===== src/rtl/sync_fifo_param_if.sv =====
// sync_fifo_param_if: producer/consumer handshake bundle for sync_fifo_param
interface sync_fifo_param_if #(
    parameter int DATA_W = 8,
    parameter int DEPTH  = 256
);
    localparam int CW = $clog2(DEPTH) + 1;
    logic              clr_err_i;
    logic [DATA_W-1:0] data_in_i;
    logic              write_enable_i;
    logic              read_enable_i;
    logic [DATA_W-1:0] data_out_o;
    logic              full_o;
    logic              empty_o;
    logic              almost_full_o;
    logic              almost_empty_o;
    logic [CW-1:0]     count_o;
    logic              overflow_o;
    logic              underflow_o;
    modport master (
        output clr_err_i, data_in_i, write_enable_i, read_enable_i,
        input  data_out_o, full_o, empty_o, almost_full_o, almost_empty_o, count_o, overflow_o, underflow_o
    );
    modport slave (
        input  clr_err_i, data_in_i, write_enable_i, read_enable_i,
        output data_out_o, full_o, empty_o, almost_full_o, almost_empty_o, count_o, overflow_o, underflow_o
    );
endinterface


===== src/rtl/sync_fifo_param.sv =====
// sync_fifo_param: parametrised single-clock FIFO with registered or FWFT read and sticky error flags
module sync_fifo_param #(
    parameter int DATA_W   = 8,
    parameter int DEPTH    = 256,
    parameter int AF_LEVEL = DEPTH - 2,
    parameter int AE_LEVEL = 1,
    parameter int FWFT     = 0
) (
    input logic              clk,
    input logic              rst,
    sync_fifo_param_if.slave bus
);
    localparam int AW = $clog2(DEPTH);
    localparam int CW = AW + 1;
    localparam logic [CW-1:0] DEPTH_C = CW'(DEPTH);
    localparam logic [CW-1:0] AF_C    = CW'(AF_LEVEL);
    localparam logic [CW-1:0] AE_C    = CW'(AE_LEVEL);

    if (DEPTH < 4 || (DEPTH & (DEPTH - 1)) != 0 || AE_LEVEL < 0 || AE_LEVEL >= AF_LEVEL || AF_LEVEL > DEPTH) begin : g_bad_params
        $fatal(1, "sync_fifo_param: illegal DEPTH/AF_LEVEL/AE_LEVEL");
    end

    logic [DATA_W-1:0] mem [DEPTH];
    logic [AW-1:0]     wr_ptr_q, wr_ptr_d, rd_ptr_q, rd_ptr_d;
    logic [CW-1:0]     count_q, count_d;
    logic [DATA_W-1:0] data_q, data_d;
    logic              ovf_q, ovf_d, unf_q, unf_d;
    logic              full, empty, wr_ok, rd_ok;

    always_comb begin
        full     = count_q == DEPTH_C;
        empty    = count_q == '0;
        wr_ok    = bus.write_enable_i && !full;
        rd_ok    = bus.read_enable_i && !empty;
        wr_ptr_d = wr_ptr_q + AW'(wr_ok);
        rd_ptr_d = rd_ptr_q + AW'(rd_ok);
        count_d  = count_q + CW'(wr_ok) - CW'(rd_ok);
        data_d   = rd_ok ? mem[rd_ptr_q] : data_q;
        // a new error in the same cycle as clr_err keeps the flag set
        ovf_d    = (bus.write_enable_i && full) || (ovf_q && !bus.clr_err_i);
        unf_d    = (bus.read_enable_i && empty) || (unf_q && !bus.clr_err_i);
    end

    always_ff @(posedge clk or negedge rst) begin
        if (!rst) begin
            wr_ptr_q <= '0;
            rd_ptr_q <= '0;
            count_q  <= '0;
            data_q   <= '0;
            ovf_q    <= 1'b0;
            unf_q    <= 1'b0;
        end else begin
            wr_ptr_q <= wr_ptr_d;
            rd_ptr_q <= rd_ptr_d;
            count_q  <= count_d;
            data_q   <= data_d;
            ovf_q    <= ovf_d;
            unf_q    <= unf_d;
        end
    end

    always_ff @(posedge clk) begin
        if (wr_ok) mem[wr_ptr_q] <= bus.data_in_i;
    end

    // in FWFT mode data_q only shows while empty, holding the last word read
    assign bus.data_out_o     = (FWFT != 0 && !empty) ? mem[rd_ptr_q] : data_q;
    assign bus.full_o         = full;
    assign bus.empty_o        = empty;
    assign bus.almost_full_o  = count_q >= AF_C;
    assign bus.almost_empty_o = count_q <= AE_C;
    assign bus.count_o        = count_q;
    assign bus.overflow_o     = ovf_q;
    assign bus.underflow_o    = unf_q;
endmodule


===== src/flat_wrapper.sv =====
// flat-port wrapper written by rule: the top's interface ports become plain ports
module sync_fifo_param_flat 
#(
    parameter int DATA_W   = 8,
    parameter int DEPTH    = 256,
    parameter int AF_LEVEL = DEPTH - 2,
    parameter int AE_LEVEL = 1,
    parameter int FWFT     = 0
)
  (clk, rst, bus_clr_err_i, bus_data_in_i, bus_write_enable_i, bus_read_enable_i, bus_data_out_o, bus_full_o, bus_empty_o, bus_almost_full_o, bus_almost_empty_o, bus_count_o, bus_overflow_o, bus_underflow_o);
  sync_fifo_param_if #(.DATA_W(DATA_W), .DEPTH(DEPTH)) bus_i ();
  input logic clk;
  input logic rst;
  input wire logic [$bits(bus_i.clr_err_i)-1:0] bus_clr_err_i;
  input wire logic [$bits(bus_i.data_in_i)-1:0] bus_data_in_i;
  input wire logic [$bits(bus_i.write_enable_i)-1:0] bus_write_enable_i;
  input wire logic [$bits(bus_i.read_enable_i)-1:0] bus_read_enable_i;
  output wire logic [$bits(bus_i.data_out_o)-1:0] bus_data_out_o;
  output wire logic [$bits(bus_i.full_o)-1:0] bus_full_o;
  output wire logic [$bits(bus_i.empty_o)-1:0] bus_empty_o;
  output wire logic [$bits(bus_i.almost_full_o)-1:0] bus_almost_full_o;
  output wire logic [$bits(bus_i.almost_empty_o)-1:0] bus_almost_empty_o;
  output wire logic [$bits(bus_i.count_o)-1:0] bus_count_o;
  output wire logic [$bits(bus_i.overflow_o)-1:0] bus_overflow_o;
  output wire logic [$bits(bus_i.underflow_o)-1:0] bus_underflow_o;
  assign bus_i.clr_err_i = bus_clr_err_i;
  assign bus_i.data_in_i = bus_data_in_i;
  assign bus_i.write_enable_i = bus_write_enable_i;
  assign bus_i.read_enable_i = bus_read_enable_i;
  assign bus_data_out_o = bus_i.data_out_o;
  assign bus_full_o = bus_i.full_o;
  assign bus_empty_o = bus_i.empty_o;
  assign bus_almost_full_o = bus_i.almost_full_o;
  assign bus_almost_empty_o = bus_i.almost_empty_o;
  assign bus_count_o = bus_i.count_o;
  assign bus_overflow_o = bus_i.overflow_o;
  assign bus_underflow_o = bus_i.underflow_o;
  sync_fifo_param #(.DATA_W(DATA_W), .DEPTH(DEPTH), .AF_LEVEL(AF_LEVEL), .AE_LEVEL(AE_LEVEL), .FWFT(FWFT)) u_core (.clk(clk), .rst(rst), .bus(bus_i));
endmodule

===== config.mk =====
export PLATFORM = sky130hd
export DESIGN_NAME = sync_fifo_param_flat
export DESIGN_NICKNAME = d
export VERILOG_FILES = /design/src/rtl/sync_fifo_param_if.sv /design/src/rtl/sync_fifo_param.sv /design/src/flat_wrapper.sv
export SDC_FILE = /design/constraint.sdc
export NUM_CORES = 2
export LEC_CHECK = 0
export ABC_AREA = 0
export BUFFER_PORTS_ARGS = -buffer_cell sky130_fd_sc_hd__buf_2
export CAP_MARGIN = 20
export CORE_MARGIN = 4
export CORE_UTILIZATION = 57
export DETAILED_ROUTE_END_ITERATION = 10
export PLACE_DENSITY = 0.76
export RECOVER_POWER = 50
export SYNTH_ARGS = -nofsm -noshare
export SYNTH_HDL_FRONTEND = slang
export SYNTH_SLANG_ARGS = --single-unit

===== constraint.sdc =====
create_clock -name clk -period 3.1 [get_ports clk]
set_input_delay 0.31 -clock clk [delete_from_list [all_inputs] [get_ports clk]]
set_output_delay 0.31 -clock clk [all_outputs]
set_load 0.01 [all_outputs]

# Yosys cells after proc, flatten, opt, wreduce, memory -nomap -nowiden
# Memories as Yosys holds them, arrays and structs flattened. A register that Yosys moved wholly into a read port is not among the register bits.
# Cells that the tools add are included.
[totals]
regBits = 27
ramBits = 2048
inputBits = 13
output_inout_bits = 23
mem_count = 1
[op_classes]
addsub = 4
magnitude_cmp = 2
n_eq_ne = 1
mux = 2
reduce_logical = 13
[mem_list]
columns = ["memory", "depth", "width", "read_ports", "rd_ports_with_merged_regs", "wr", "line_no", "rtl"]
rows = [
  ["u_core.mem", 256, 8, 1, 1, 1, "sync_fifo_param.sv:23", "logic [DATA_W-1:0] mem [DEPTH];"],
]
[op_table]
columns = ["operator", "count"]
rows = [
  ["$add 8x1->8", 2],
  ["$add 9x1->9", 1],
  ["$eq 9x9->1 const B", 1],
  ["$ge 9x8->1 const B", 1],
  ["$le 9x1->1 const B", 1],
  ["$logic_not 9->1", 1],
  ["$sub 9x1->9", 1],
  ["$logic_and 1x1->1", 6],
  ["$logic_not 1->1", 4],
  ["$logic_or 1x1->1", 2],
  ["$mux 1", 2],
]

# Logic depth before layout (Yosys ltp)
[logic_depth]
depth_word = 5
ltp_mapped = 17

# Least setup slack after synthesis
# OpenSTA, ideal clock, no wires.
[synth_timing]
path_kind = "flip-flop to flip-flop"
startpoint = "register u_core.count_q[2], in the netlist u_core.bus.count_o[2]"
endpoint = "register u_core.count_q[8], in the netlist u_core.bus.count_o[8]"
setup_time_ns = 0.128
arrival_time_ns = 3.121
path_slack_ns = -0.148
stages_incl_launch_ff = 18
synth_period_minus_slack_ns = 3.248
path_cell_list = "dfrtp_1 > inv_1 > ha_1 > nand4b_1 > o31ai_1 > inv_1 > ha_1 > inv_1 > ha_1 > inv_1 > fa_1 > o21bai_1 > a21oi_1 > o21bai_1 > a21oi_1 > o21bai_1 > a21oi_1 > xor2_1"
[synth_via]
elab_cells_between_ends = 8
[synth_rtl]
columns = ["item", "line_no", "rtl"]
rows = [
  ["from (decl)", "sync_fifo_param.sv:25", "logic [CW-1:0] count_q, count_d;"],
  ["from (signal assigned)", "sync_fifo_param.sv:55", "count_q <= count_d;"],
  ["$logic_not 9->1", "sync_fifo_param.sv:32", "empty = count_q == '0;"],
  ["$logic_not 1->1", "sync_fifo_param.sv:34", "rd_ok = bus.read_enable_i && !empty;"],
  ["$logic_and 1x1->1", "sync_fifo_param.sv:34", ""],
  ["named net u_core.rd_ok", "sync_fifo_param.sv:28", "logic full, empty, wr_ok, rd_ok;"],
  ["$sub 9x1->9", "sync_fifo_param.sv:37", "count_d = count_q + CW'(wr_ok) - CW'(rd_ok);"],
  ["named net u_core.count_d[8]", "sync_fifo_param.sv:25", ""],
]
# The timed path passes the listed nets, and every way through them passes these cells.

==> reports/qor.csv <==
metric,value,unit
status,"finished, violations left",
violations,"capacitance limit, slew limit, setup timing",
final-max-slew-violation-count,967,
cts_buffers,196,
worst_hold_path.num_cells,4,
hold-path-endpoint,u_core.bus.underflow_o,
cts_num_sinks,2083,
startpoint,u_core.rd_ptr_q[3],
crit-reg2reg-launch,u_core.rd_ptr_q[3],
setup_tns,-0.09223,ns
clockBufferDepth,3,
drv_cap,14,
crit_fanout,18,
endpoint_kind,flop,
grt-ovfl-total,0,
synth_fp_nets,4078,
track_usage,0.2925,
htreeDepth,4,
die_area,0.1500,mm2
initial_core_util,0.5763,
yosysSeqAreaShare,0.7608,
cts_tree,yes,
crit_chain,"inv_2, buf_4, a221o_1, o21ai_0, a32o_1, a221o_1, nand2_1, o211ai_1",
clkTransAtPathRegs,0.06,ns
worstMarginPinSlew,2.976,ns
finalPower,0.08460,W
avgSynthCellArea,20.31,um2
rsz0062_at_grt,yes,
max-slew-margin-rel,-0.9838,
async_reset_ff_frac,0.01680,
slowest_delay,0.66,ns
cts_root_buf,clkbuf_16,
grt_antenna_before_repair,6,
r2r-end,u_core.bus.data_out_o[5],
synth_edf_count,2048,
grt_max_degree,106,
dieWidth,387.3,um
powerDensity,886.8,mW/mm2
port_buffers,35,
crit_required,3.81,ns
ff2ff_setup_slack,-0.05,ns
rr_worst_depth,8,
crit_top_cell,a221o_1,
globalplace.congestion,0.9317,
synth_area,0.08199,mm2
hp-class,in -> reg,
num_vias,44781,
fmax,317.0,MHz
dr.pass1.iters,8,
grt_pass1_vias,43914,
postRouteAntennaNets,0,
wirelength,220000,um
placed_cells,6235,
drtIter0Drc,7056,
rows,138,
timing_hold_violations_final,0,
min_from,bus_clr_err_i,
p_leak,31.43,nW
drive_gt1_frac,0.3079,
die_y,387.3,um
fin_cells,6665,
core_area,0.1423,mm2
viasPerCell,6.719,
fill_cells,8628,
synth_ff_type,edfxtp_1,
ir_drop,0.6050,mV
ioPinCount,36,
critPathArrivalTime,3.86,ns
synth.distinct_cells,70,
synth-warning-count,0,
fin_crit,3.155,ns
routedWlPerCell,33.00,um
synth_cells,4036,
clock_skew,0.04815,ns
critPathKind,reg -> reg,
hpwlAfterDp,133100,um
drcViolationCount,0,
cpMaxStageDelayCell,dfrtp_4,
grt_pass1_wl,315900,um
setup_viol,4,
worstSetupStartpointType,flop,
syn2layout_area_growth,16.35,%
fin_crit_sh,1.018,
nets,4641,
fin_ws,-0.05478,ns
clk-insertion-delay-late,0.86,ns
synth_seq_cells,2083,
-- worst max path at each step --
stage               cells past startpoint                        to  slack (ns)
floorplan                              17     u_core.bus.count_o[8]       0.001
global placement                       11  u_core.bus.data_out_o[4]       -0.40
detailed placement                     11  u_core.bus.data_out_o[4]       -0.40
CTS                                    12  u_core.bus.data_out_o[4]       -0.03
global route                           17     u_core.bus.count_o[8]       -0.06
finish                                  8  u_core.bus.data_out_o[5]       -0.05
-- power breakdown --
part           internal (W)  switching, W
Clock                0.0138        0.0104
Combinational        0.0123        0.0160
Sequential           0.0314      0.000610
Total                0.0576        0.0270
-- metrics by stage --
| stage | utilization | hold WS, ns | worst slack [ns] | cell area, um2 |
|---|---|---|---|---|
| floorplan | - | 0.01441 | 0.001237 | 82000 |
| global placement | 0.6177 | 0.4811 | -0.3962 | 87880 |
| detailed placement | 0.6177 | 0.4992 | -0.3981 | 87880 |
| CTS | 0.6673 | 0.1074 | -0.03212 | 94940 |
| global route | 0.6703 | 0.3239 | -0.05964 | 95370 |
| finish | 0.6705 | 0.3127 | -0.05478 | 95400 |
-- sequential cells by signal, indices dropped and copies added (netlist names) --
| signal | cells |
|---|---|
| u_core.mem | 2048 |
| u_core.bus.count_o | 9 |
| u_core.rd_ptr_q | 8 |
| u_core.bus.data_out_o | 8 |
| u_core.wr_ptr_q | 8 |
| u_core.bus.overflow_o | 1 |
| u_core.bus.underflow_o | 1 |
-- layout by cell type, fill, tap and decap left out, types with 24 or more instances in the layout --
cell type     n
dfrtp_1      30
nand2_1     145
clkinv_1     54
nand3_1      44
nor2_2       75
buf_12       63
mux2i_1     244
a221oi_1     35
buf_2        26
clkinv_2     33
a22oi_1      42
buf_4       452
mux4_2      430
a21oi_1      51
bufinv_16    24
a221o_1      25
edfxtp_1   2048
clkbuf_1     59
clkbuf_16   199
nor2_1      213
-- cell families (layout without fill, tap and decap cells) --
| group | count (synthesis) | count (layout) | share of synthesized area |
|---|---|---|---|
| AOI/OAI and AO/OA | 344 | 344 | 0.03141 |
| DFF | 2083 | 2083 | 0.7608 |
| xor gates and xnor gates | 19 | 19 | 0.002030 |
| buffers and inverters | 270 | 999 | 0.02045 |
| muxes | 686 | 686 | 0.1495 |
| other | 0 | 10 | 0 |
| adders and majority gates | 29 | 29 | 0.004517 |
| and+or+nand+nor | 605 | 605 | 0.03131 |
-- critical path: cells and delay by family (launching register included) --
family	cells	cell delay [ns]
buffers and inverters	2	0.94
AOI/OAI and AO/OA	5	1.23
DFF	1	0.66
and+or+nand+nor	1	0.18
-- cell type report --
class | count | area [um2] | share of cell area
multi-input combinational | 1683 | 18580 | 0.1947
clock buffer | 241 | 5147 | 0.05396
tap | 1890 | 2365 | 0.02479
inverter | 26 | 102.6 | 0.001076
clock inverter | 123 | 1329 | 0.01393
timing repair buffer | 609 | 5459 | 0.05722
sequential | 2083 | 62390 | 0.6540
antenna | 10 | 25.02 | 0.0002623
-- Yosys cell counts (9+ instances only) --
| master | count | share of area |
|---|---|---|
| o22ai_1 | 15 | 0.0011 |
| a221oi_1 | 40 | 0.0043 |
| a211oi_1 | 25 | 0.0023 |
| dfrtp_1 | 35 | 0.011 |
| and2_1 | 9 | 0.00069 |
| xnor2_1 | 13 | 0.0014 |
| mux2_2 | 11 | 0.0015 |
| nor3_1 | 28 | 0.0017 |
| nand2_1 | 150 | 0.0069 |
| nand4_1 | 16 | 0.0012 |
| buf_2 | 47 | 0.0029 |
| edfxtp_1 | 2048 | 0.75 |
| mux2i_1 | 245 | 0.030 |
| a31oi_1 | 12 | 0.00092 |
| clkbuf_1 | 102 | 0.0047 |
| nor2b_1 | 22 | 0.0017 |
| buf_8 | 19 | 0.0035 |
| nand3_1 | 45 | 0.0027 |
| buf_6 | 38 | 0.0052 |
| nor2_1 | 303 | 0.014 |
| and3_1 | 10 | 0.00076 |
| a221o_1 | 25 | 0.0031 |
| o21ai_0 | 25 | 0.0015 |
| mux4_2 | 430 | 0.12 |
| nand2b_1 | 10 | 0.00076 |
| a2111oi_0 | 10 | 0.0011 |
| ha_1 | 28 | 0.0043 |
| buf_4 | 15 | 0.0014 |
| inv_1 | 22 | 0.0010 |
| a22oi_1 | 43 | 0.0039 |
| a22o_1 | 10 | 0.0011 |
| a21oi_1 | 56 | 0.0034 |
| o21ai_1 | 10 | 0.00061 |
| o221ai_1 | 10 | 0.0011 |
| buf_1 | 20 | 0.00092 |
-- what timing repair did --
action	in CTS	in global routing
gates cloned	3	0
setup endpoints to repair	294	630
endpoints found under the hold margin	71	0
hold buffers	6	0
buffers inserted	8	40
gates resized for setup	78	117
pin swaps	3	14
-- per-layer routing --
metal  vias up  GRT usage  share of wire
met5         -          0       0.000032
met4         2     0.1282          0.044
met3       564    0.07638           0.13
met2      3468     0.4373           0.47
met1     23016     0.4138           0.36
li1      17731          -              -
(Power assumes the default switching activity.)
